### src/rtl/csr_master_apb_pkg.sv
// Shared types for the APB-target to CSR-master bridge: bus structs and FSM states.
package csr_master_apb_pkg;

   typedef struct packed {
      logic [31:0] paddr;
      logic        penable;
      logic        psel;
      logic        pwrite;
      logic [31:0] pwdata;
   } apb_request_t;

   typedef struct packed {
      logic [31:0] prdata;
      logic        pready;
      logic        perr;
   } apb_response_t;

   typedef struct packed {
      logic        valid;
      logic        read_not_write;
      logic [15:0] select;
      logic [15:0] address;
      logic [31:0] data;
   } csr_request_t;

   typedef struct packed {
      logic        ack;
      logic        read_data_valid;
      logic [31:0] read_data;
   } csr_response_t;

   typedef enum logic [1:0] {
      IDLE,
      REQUEST,
      ACKED,
      COMPLETE
   } state_e;

endpackage

### src/rtl/csr_master_apb_if.sv
// Bundles the APB target side and the CSR master side of the bridge.
interface csr_master_apb_if;
   import csr_master_apb_pkg::*;

   apb_request_t  apb_request;
   apb_response_t apb_response;
   csr_request_t  csr_request;
   csr_response_t csr_response;

   // master: the bridge itself (CSR master, APB target)
   modport master (
      input  apb_request,
      input  csr_response,
      output apb_response,
      output csr_request
   );

   // slave: the surrounding APB fabric and CSR targets
   modport slave (
      output apb_request,
      output csr_response,
      input  apb_response,
      input  csr_request
   );
endinterface

### src/rtl/csr_master_apb.sv
// APB target that turns each APB transfer into one CSR bus request, holding
// pready low until the CSR target completes or the timeout counter expires.
module csr_master_apb
   import csr_master_apb_pkg::*;
#(
   parameter int TIMEOUT_CYCLES = 1024,
   parameter int TIMEOUT_WIDTH  = 11
) (
   input  logic              clk,
   input  logic              clk__enable,
   input  logic              reset_n,
   csr_master_apb_if.master  bus
);

   localparam logic [TIMEOUT_WIDTH-1:0] COUNT_LAST = TIMEOUT_WIDTH'(TIMEOUT_CYCLES - 1);

   state_e                   state_q, state_d;
   logic [TIMEOUT_WIDTH-1:0] count_q, count_d;
   csr_request_t             csr_req_q, csr_req_d;
   apb_response_t            apb_rsp_q, apb_rsp_d;

   logic timeout_hit;
   logic setup_phase;
   logic acked_done;

   assign timeout_hit = (count_q == COUNT_LAST);
   assign setup_phase = bus.apb_request.psel && !bus.apb_request.penable;
   // Reads finish on the data strobe; writes finish when the target drops ack.
   assign acked_done  = csr_req_q.read_not_write ? bus.csr_response.read_data_valid
                                                 : !bus.csr_response.ack;

   always_ff @(posedge clk) begin
      if (clk__enable) begin
         if (!reset_n) begin
            state_q   <= IDLE;
            count_q   <= '0;
            csr_req_q <= '0;
            apb_rsp_q <= '0;
         end else begin
            state_q   <= state_d;
            count_q   <= count_d;
            csr_req_q <= csr_req_d;
            apb_rsp_q <= apb_rsp_d;
         end
      end
   end

   always_comb begin
      state_d   = state_q;
      count_d   = count_q;
      csr_req_d = csr_req_q;
      apb_rsp_d = apb_rsp_q;

      unique case (state_q)
         IDLE: begin
            if (setup_phase) begin
               csr_req_d.valid          = 1'b1;
               csr_req_d.read_not_write = !bus.apb_request.pwrite;
               csr_req_d.select         = bus.apb_request.paddr[31:16];
               csr_req_d.address        = bus.apb_request.paddr[15:0];
               csr_req_d.data           = bus.apb_request.pwdata;
               count_d                  = '0;
               state_d                  = REQUEST;
            end
         end

         REQUEST: begin
            if (bus.csr_response.ack) begin
               csr_req_d.valid = 1'b0;
               count_d         = '0;
               state_d         = ACKED;
            end else if (timeout_hit) begin
               csr_req_d.valid  = 1'b0;
               apb_rsp_d.pready = 1'b1;
               apb_rsp_d.perr   = 1'b1;
               apb_rsp_d.prdata = '0;
               state_d          = COMPLETE;
            end else begin
               count_d = count_q + TIMEOUT_WIDTH'(1);
            end
         end

         ACKED: begin
            if (acked_done) begin
               apb_rsp_d.pready = 1'b1;
               apb_rsp_d.perr   = 1'b0;
               apb_rsp_d.prdata = csr_req_q.read_not_write ? bus.csr_response.read_data : '0;
               state_d          = COMPLETE;
            end else if (timeout_hit) begin
               apb_rsp_d.pready = 1'b1;
               apb_rsp_d.perr   = 1'b1;
               apb_rsp_d.prdata = '0;
               state_d          = COMPLETE;
            end else begin
               count_d = count_q + TIMEOUT_WIDTH'(1);
            end
         end

         COMPLETE: begin
            apb_rsp_d = '0;
            state_d   = IDLE;
         end

         default: state_d = IDLE;
      endcase
   end

   assign bus.csr_request  = csr_req_q;
   assign bus.apb_response = apb_rsp_q;

endmodule

### src/flat_wrapper.sv
// flat-port wrapper written by rule: the top's interface ports become plain ports
module csr_master_apb_flat import csr_master_apb_pkg::*;
#(
   parameter int TIMEOUT_CYCLES = 1024,
   parameter int TIMEOUT_WIDTH  = 11
)
  (clk, clk__enable, reset_n, bus_apb_request, bus_csr_response, bus_apb_response, bus_csr_request);
  csr_master_apb_if bus_i ();
  input  logic clk;
  input  logic clk__enable;
  input  logic reset_n;
  input wire logic [$bits(bus_i.apb_request)-1:0] bus_apb_request;
  input wire logic [$bits(bus_i.csr_response)-1:0] bus_csr_response;
  output wire logic [$bits(bus_i.apb_response)-1:0] bus_apb_response;
  output wire logic [$bits(bus_i.csr_request)-1:0] bus_csr_request;
  assign bus_i.apb_request = bus_apb_request;
  assign bus_i.csr_response = bus_csr_response;
  assign bus_apb_response = bus_i.apb_response;
  assign bus_csr_request = bus_i.csr_request;
  csr_master_apb #(.TIMEOUT_CYCLES(TIMEOUT_CYCLES), .TIMEOUT_WIDTH(TIMEOUT_WIDTH)) u_core (.clk(clk), .clk__enable(clk__enable), .reset_n(reset_n), .bus(bus_i));
endmodule
### config.mk
export PLATFORM = sky130hd
export DESIGN_NAME = csr_master_apb_flat
export DESIGN_NICKNAME = d
export VERILOG_FILES = /design/src/rtl/csr_master_apb_pkg.sv /design/src/rtl/csr_master_apb_if.sv /design/src/rtl/csr_master_apb.sv /design/src/flat_wrapper.sv
export SDC_FILE = /design/constraint.sdc
export NUM_CORES = 1
export LEC_CHECK = 0
export ABC_AREA = 0
export BUFFER_PORTS_ARGS = -buffer_cell sky130_fd_sc_hd__buf_2
export CORE_ASPECT_RATIO = 0.5
export CORE_MARGIN = 10
export CORE_UTILIZATION = 47
export CTS_CLUSTER_SIZE = 28
export DETAILED_ROUTE_END_ITERATION = 6
export PLACE_DENSITY = 0.76
export SETUP_SLACK_MARGIN = 0.4
export SLEW_MARGIN = 20
export SYNTH_ARGS = -nofsm -noshare
export SYNTH_HDL_FRONTEND = slang
export SYNTH_SLANG_ARGS = --single-unit
export TNS_END_PERCENT = 5
### constraint.sdc
create_clock -name clk -period 8.71 [get_ports clk]
set_input_delay 0.871 -clock clk [delete_from_list [all_inputs] [get_ports clk]]
set_output_delay 0.871 -clock clk [all_outputs]
set_load 0.005 [all_outputs]
# After elaboration in Yosys (flattened, before gate mapping)
# Index checks and enable logic that the tools add are counted.
[op_classes] n_eq_ne=13 add_sub_neg=1 n_reduce_logical=10 muxes=21
[ops] cell="$mux 34" count=3
[ops] cell="$pmux 34 s3" count=1
[ops] cell="$mux 66" count=1
[ops] cell="$mux 65" count=1
[ops] cell="$mux 11" count=4
[ops] cell="$pmux 11 s3" count=1
[ops] cell="$mux 32" count=1
[ops] cell="$add 11x1->11 const B" count=1
[ops] cell="$eq 11x10->1 const B" count=1
[ops] cell="$mux 2" count=4
[ops] cell="$ne 4x1->1 const B" count=2
[ops] cell="$pmux 2 s4" count=1
[ops] cell="$reduce_and 4->1" count=2
[ops] cell="$ne 3x3->1 const B" count=2
[ops] cell="$reduce_and 3->1" count=2
[ops] cell="$eq 2x2->1 const B" count=2
[ops] cell="$ne 2x1->1 const B" count=2
[ops] cell="$ne 4x3->1 const B" count=1
[ops] cell="$logic_not 1->1" count=3
[ops] cell="$mux 1" count=3
[ops] cell="$ne 3x1->1 const B" count=1
[ops] cell="$ne 3x2->1 const B" count=1
[ops] cell="$eq 2x1->1 const B" count=1
[ops] cell="$logic_not 2->1" count=1
[ops] cell="other kinds (3)" count=3
[word_totals] wordCells=55 in_bits=104 ff_bits=113 output_inout_bits=100

# Logic depth before layout (Yosys ltp)
[depth] ltp_word=4 mapped_depth=8 mapped_depth_nobuf=6

# Least setup slack after synthesis
# OpenSTA, ideal clock, no wires.
[synth_path] kind="input -> register" start="in reset_n" end="reg u_core.csr_req_q (netlist bit u_core.bus.csr_request[0]), enable pin" setup_ns=0.588 path_slack_ns=2.197 arrival_time_ns=5.925 path_buffers=2 required_time_ns=8.122 path_stages=3 path_cell_list="clkbuf_1 clkbuf_1 a21boi_0"
[synth_via] elab_chain_cells=2
[synth_lines] element="from (decl)" line_no="flat_wrapper.sv:11" rtl="input logic reset_n;"
[synth_lines] element="$ne 2x1->1 (no line)"
[synth_lines] element="$reduce_and 3->1 (no line) (*)"
[synth_lines] element="to (signal assigned)" line_no="csr_master_apb.sv:42" rtl="csr_req_q <= csr_req_d;"
[synth_lines] element="to (decl)" line_no="csr_master_apb.sv:19" rtl="csr_request_t csr_req_q, csr_req_d;"
# Mark *: on every way between the ends. The rest lies on a longest branch, timed or not.
# A chain may end at the register's enable or synchronous reset.

# Worst setup path in the final report
[layout_path] start="reg u_core.state_q[0]" end="reg u_core.csr_req_q (netlist bit u_core.bus.csr_request[13]), enable pin"
[layout_via] elab_chain_cells=3
[layout_lines] element="from (decl)" line_no="csr_master_apb.sv:17" rtl="state_e state_q, state_d;"
[layout_lines] element="from (signal assigned)" line_no="csr_master_apb.sv:40" rtl="state_q <= state_d;"
[layout_lines] element="$logic_not 2->1" line_no="csr_master_apb.sv:54" rtl="unique case (state_q)"
[layout_lines] element="$ne 2x1->1 (no line)"
[layout_lines] element="$reduce_and 3->1 (no line)"
# Every way passes these cells.

==> flow_metrics.py <==
metrics = {
    "detailed_routing": {
        "dr_wl_met3_um": 806,
        "drt-met1-wl_mm": 4.42,
        "num_vias": 3253,
        "drt_iter0_markers": 234,
        "drcViolationCount": 0,
        "ant_nets": 0,
        "first_pass_iters": 4,
        "routed_via_density": 4.91,
        "wl_per_cell_um": 18.2,
        "wl_mm": 12.1,
        "highest_layer": "met4",
        "dr_wl_met2_mm": 6.68,
    },
    "power": {
        "comb_power_share": 0.085,
        "ir_drop_mv": 0.157,
        "p_sw_uw": 327,
        "clock_power_share": 0.485,
        "power.density_nw_per_um2": 238,
        "power_frac_seq": 0.430,
        "swShare": 0.212,
        "p_leak_nw": 2.74,
        "p_int_mw": 1.21,
    },
    "hold_path": {
        "min-delay-start": "u_core.bus.apb_response[8]",
        "hold_end": "u_core.bus.apb_response[8]",
        "hp-class": "reg -> reg",
        "holdPathStages": 1,
    },
    "placed_design": {
        "routabilityCongestion": 0.784,
        "dpl.hpwl_mm": 8.74,
        "placed_area_um2": 5810,
        "numPortBuffers": 203,
    },
    "synthesis": {
        "synth-seq-area-share": 0.722,
        "synth_nets": 418,
        "avgSynthCellArea_um2": 15.2,
        "ys_types": 35,
        "ys_seq_elements": 113,
        "synthCells": 309,
        "yosysWarnings": 0,
        "netlist_area_um2": 4700,
    },
    "global_route": {
        "overflow": 0,
        "antenna_found_initial": 0,
        "grt_use_total": 0.162,
        "grt_start_max_net_pins": 77,
        "grt_pass1_wl_mm": 18.7,
        "grt_pass1_vias": 3402,
    },
    "clock_network": {
        "cts_hold_buf": 0,
        "cts_resized": 0,
        "numCtsBuffers": 17,
        "postCtsSetupBuffers": 0,
        "tritoncts": "yes",
        "clk_path_buf_depth": 2,
        "clk_latency_ps": 400,
        "cts_max_level": 4,
        "cts_sinks": 113,
        "cts_root_buf": "clkbuf_16",
        "path_clk_slew_ps": 60,
    },
    "worst_setup_path": {
        "reg2reg_to": "u_core.bus.csr_request[13]",
        "worst_path_max_delay_cell": "a21boi_4",
        "path_max_fanout": 36,
        "worst_path_largest_cell_delay_ps": 760,
        "crit_chain": "inv_1 -> ha_1 -> nand2_1 -> a21boi_4 -> buf_4",
        "endpoint_kind": "flop",
        "start_kind": "flop",
        "r2r-start": "u_core.state_q[0]",
        "ff2ff_setup_slack_ps": 6080,
        "worst_r2r_path_depth": 5,
        "critPathRequiredTime_ps": 8760,
        "worstPathArrival_ps": 2680,
        "path_class": "reg -> reg",
    },
    "floorplan": {
        "rows": 25,
        "ios": 204,
        "core-area_um2": 9600,
        "die_h_um": 90.7,
        "initial_core_util": 0.490,
        "die_w_um": 161,
        "die-area_um2": 14600,
    },
    "layout": {
        "nFillCells": 733,
        "seq_area_um2": 3390,
        "drive_gt1_frac": 0.456,
        "multiInputGateArea_um2": 1210,
        "fin_nets": 624,
        "stdcell_area_um2": 6490,
        "syn2layout_area_growth_pct": 38.0,
        "antenna_cells": 0,
    },
    "timing": {
        "tightestPinTransition_ps": 1070,
        "fin_tns_setup_ps": 0,
        "finalCritPeriodShare": 0.302,
        "rsz0062_at_grt": "no",
        "final_max_slew_viol_count": 0,
        "finalHoldViolCount": 0,
        "max_freq_mhz": 380,
        "relSlewSlack": 0.285,
        "setup_violations": 0,
        "skew_ps": 8.71,
        "fin_crit_ps": 2630,
    },
    "outcome": {
        "status": "finished clean",
    },
    "flow_run": {
        "drv_cap": 0,
    },
}
## cells in the final DEF, fill, tap and decap left out, drive strengths merged, types with 2 or more instances in the layout
cell | Yosys | layout
o21ai | 5 | 5
clkinv | 0 | 6
inv | 6 | 6
a21boi | 3 | 3
nand3 | 3 | 3
a21oi | 8 | 8
nand4 | 2 | 2
a22o | 32 | 32
nand2b | 2 | 2
and3 | 2 | 2
and2 | 66 | 66
nor2 | 8 | 8
nor3 | 2 | 2
or3 | 2 | 2
nor2b | 3 | 3
ha | 5 | 5
xor2 | 3 | 3
buf | 5 | 205
bufinv | 0 | 5
nand2 | 10 | 10
edfxtp | 113 | 113
xnor2 | 3 | 3
o31ai | 2 | 2
clkinvlp | 0 | 4
clkbuf | 13 | 17
## flip-flops by register name, indices dropped and copies added (netlist names)
name	flops
u_core.bus.apb_response	34
u_core.state_q	2
u_core.count_q	11
u_core.bus.csr_request	66
## layout make-up
type / count / area share
inverter: 6 / 0.00347
clock inverter: 15 / 0.0334
clock buffer: 17 / 0.0656
timing repair buffer: 205 / 0.162
sequential: 113 / 0.523
multi-input combinational: 172 / 0.186
tap: 135 / 0.0260
## synthesized netlist by cell type
| cell type | instances | share of area |
|---|---|---|
| nor2_1 | 8 | 0.0064 |
| and2_0 | 1 | 0.0013 |
| o21ai_0 | 5 | 0.0053 |
| nand2_1 | 10 | 0.0080 |
| and2_1 | 65 | 0.087 |
| a21oi_1 | 8 | 0.0085 |
| nand4_4 | 1 | 0.0045 |
| nor3_1 | 2 | 0.0021 |
| a311oi_1 | 1 | 0.0019 |
| edfxtp_1 | 113 | 0.72 |
| a21boi_0 | 3 | 0.0048 |
| o311ai_0 | 1 | 0.0019 |
| o31ai_1 | 2 | 0.0032 |
| o22ai_1 | 1 | 0.0013 |
| mux2i_1 | 1 | 0.0021 |
| xor2_1 | 3 | 0.0056 |
| o211a_1 | 1 | 0.0021 |
| nor2b_1 | 3 | 0.0040 |
| nand4_1 | 1 | 0.0013 |
| or3_1 | 2 | 0.0027 |
| o21a_1 | 1 | 0.0016 |
| ha_1 | 5 | 0.013 |
| nand3_1 | 3 | 0.0032 |
| a22o_1 | 32 | 0.060 |
| a211oi_1 | 1 | 0.0016 |
| o311a_1 | 1 | 0.0021 |
| a21o_1 | 1 | 0.0016 |
| and4_1 | 1 | 0.0019 |
| and3_1 | 2 | 0.0027 |
| xnor2_1 | 3 | 0.0056 |
| inv_1 | 6 | 0.0048 |
| buf_6 | 5 | 0.012 |
| nand2b_1 | 2 | 0.0027 |
| clkbuf_1 | 13 | 0.010 |
| nand3b_1 | 1 | 0.0016 |
## cell families after synthesis
family | count (synthesis) | share of synthesized area
flops | 113 | 0.722
simple gates | 102 | 0.129
compound gates | 58 | 0.0956
buf+inv | 24 | 0.0271
xor+xnor | 6 | 0.0112
fa+ha+maj | 5 | 0.0133
mux | 1 | 0.00213
## routing by layer
metal  global-route usage  up-vias
met5                    0        -
met2                0.301      108
met4               0.0602        0
met3               0.0551       18
li1                     -     1571
met1                0.165     1556
## through the flow
| step | total power, mW | worst slack, ps | instances | utilization | hold slack [ps] |
|---|---|---|---|---|---|
| after floorplan | 0.737 | 2200 | 309 | - | 560 |
| after global placement | 0.798 | 5340 | 630 | 0.605 | 560 |
| after detailed placement | 0.802 | 5210 | 630 | 0.605 | 561 |
| after CTS | 1.55 | 5560 | 662 | 0.672 | 579 |
| after global routing | 1.60 | 5870 | 663 | 0.676 | 593 |
| final | 1.54 | 6080 | 663 | 0.676 | 575 |
## power by group through the flow
stage          clock, mW  combinational (mW)  sequential (mW)
2_1_floorplan          0              0.0575            0.679
3_3_place_gp           0               0.125            0.673
3_5_place_dp           0               0.129            0.673
4_1_cts            0.758               0.131            0.663
5_1_grt            0.788               0.146            0.666
6_report           0.747               0.131            0.663
## worst max-delay path by stage
stage,from,end,cells past startpoint
after floorplan,reset_n,u_core.bus.csr_request[0],3
after global placement,reset_n,u_core.bus.apb_response[23],4
after detailed placement,reset_n,u_core.bus.apb_response[17],4
after CTS,reset_n,u_core.bus.apb_response[27],4
after global routing,u_core.state_q[1],u_core.bus.csr_request[8],5
final,u_core.state_q[0],u_core.bus.csr_request[13],5
## worst max-delay path: cells and delay by family, from the launching register on
kind | cells | cell delay, ps
buffers and inverters | 2 | 650
AND/OR/NAND/NOR | 1 | 140
flip-flops | 1 | 430
adder cells (fa/ha/maj) | 1 | 270
AO/OA/AOI/OAI | 1 | 760
No activity file was read; power rests on OpenSTA's default activity.
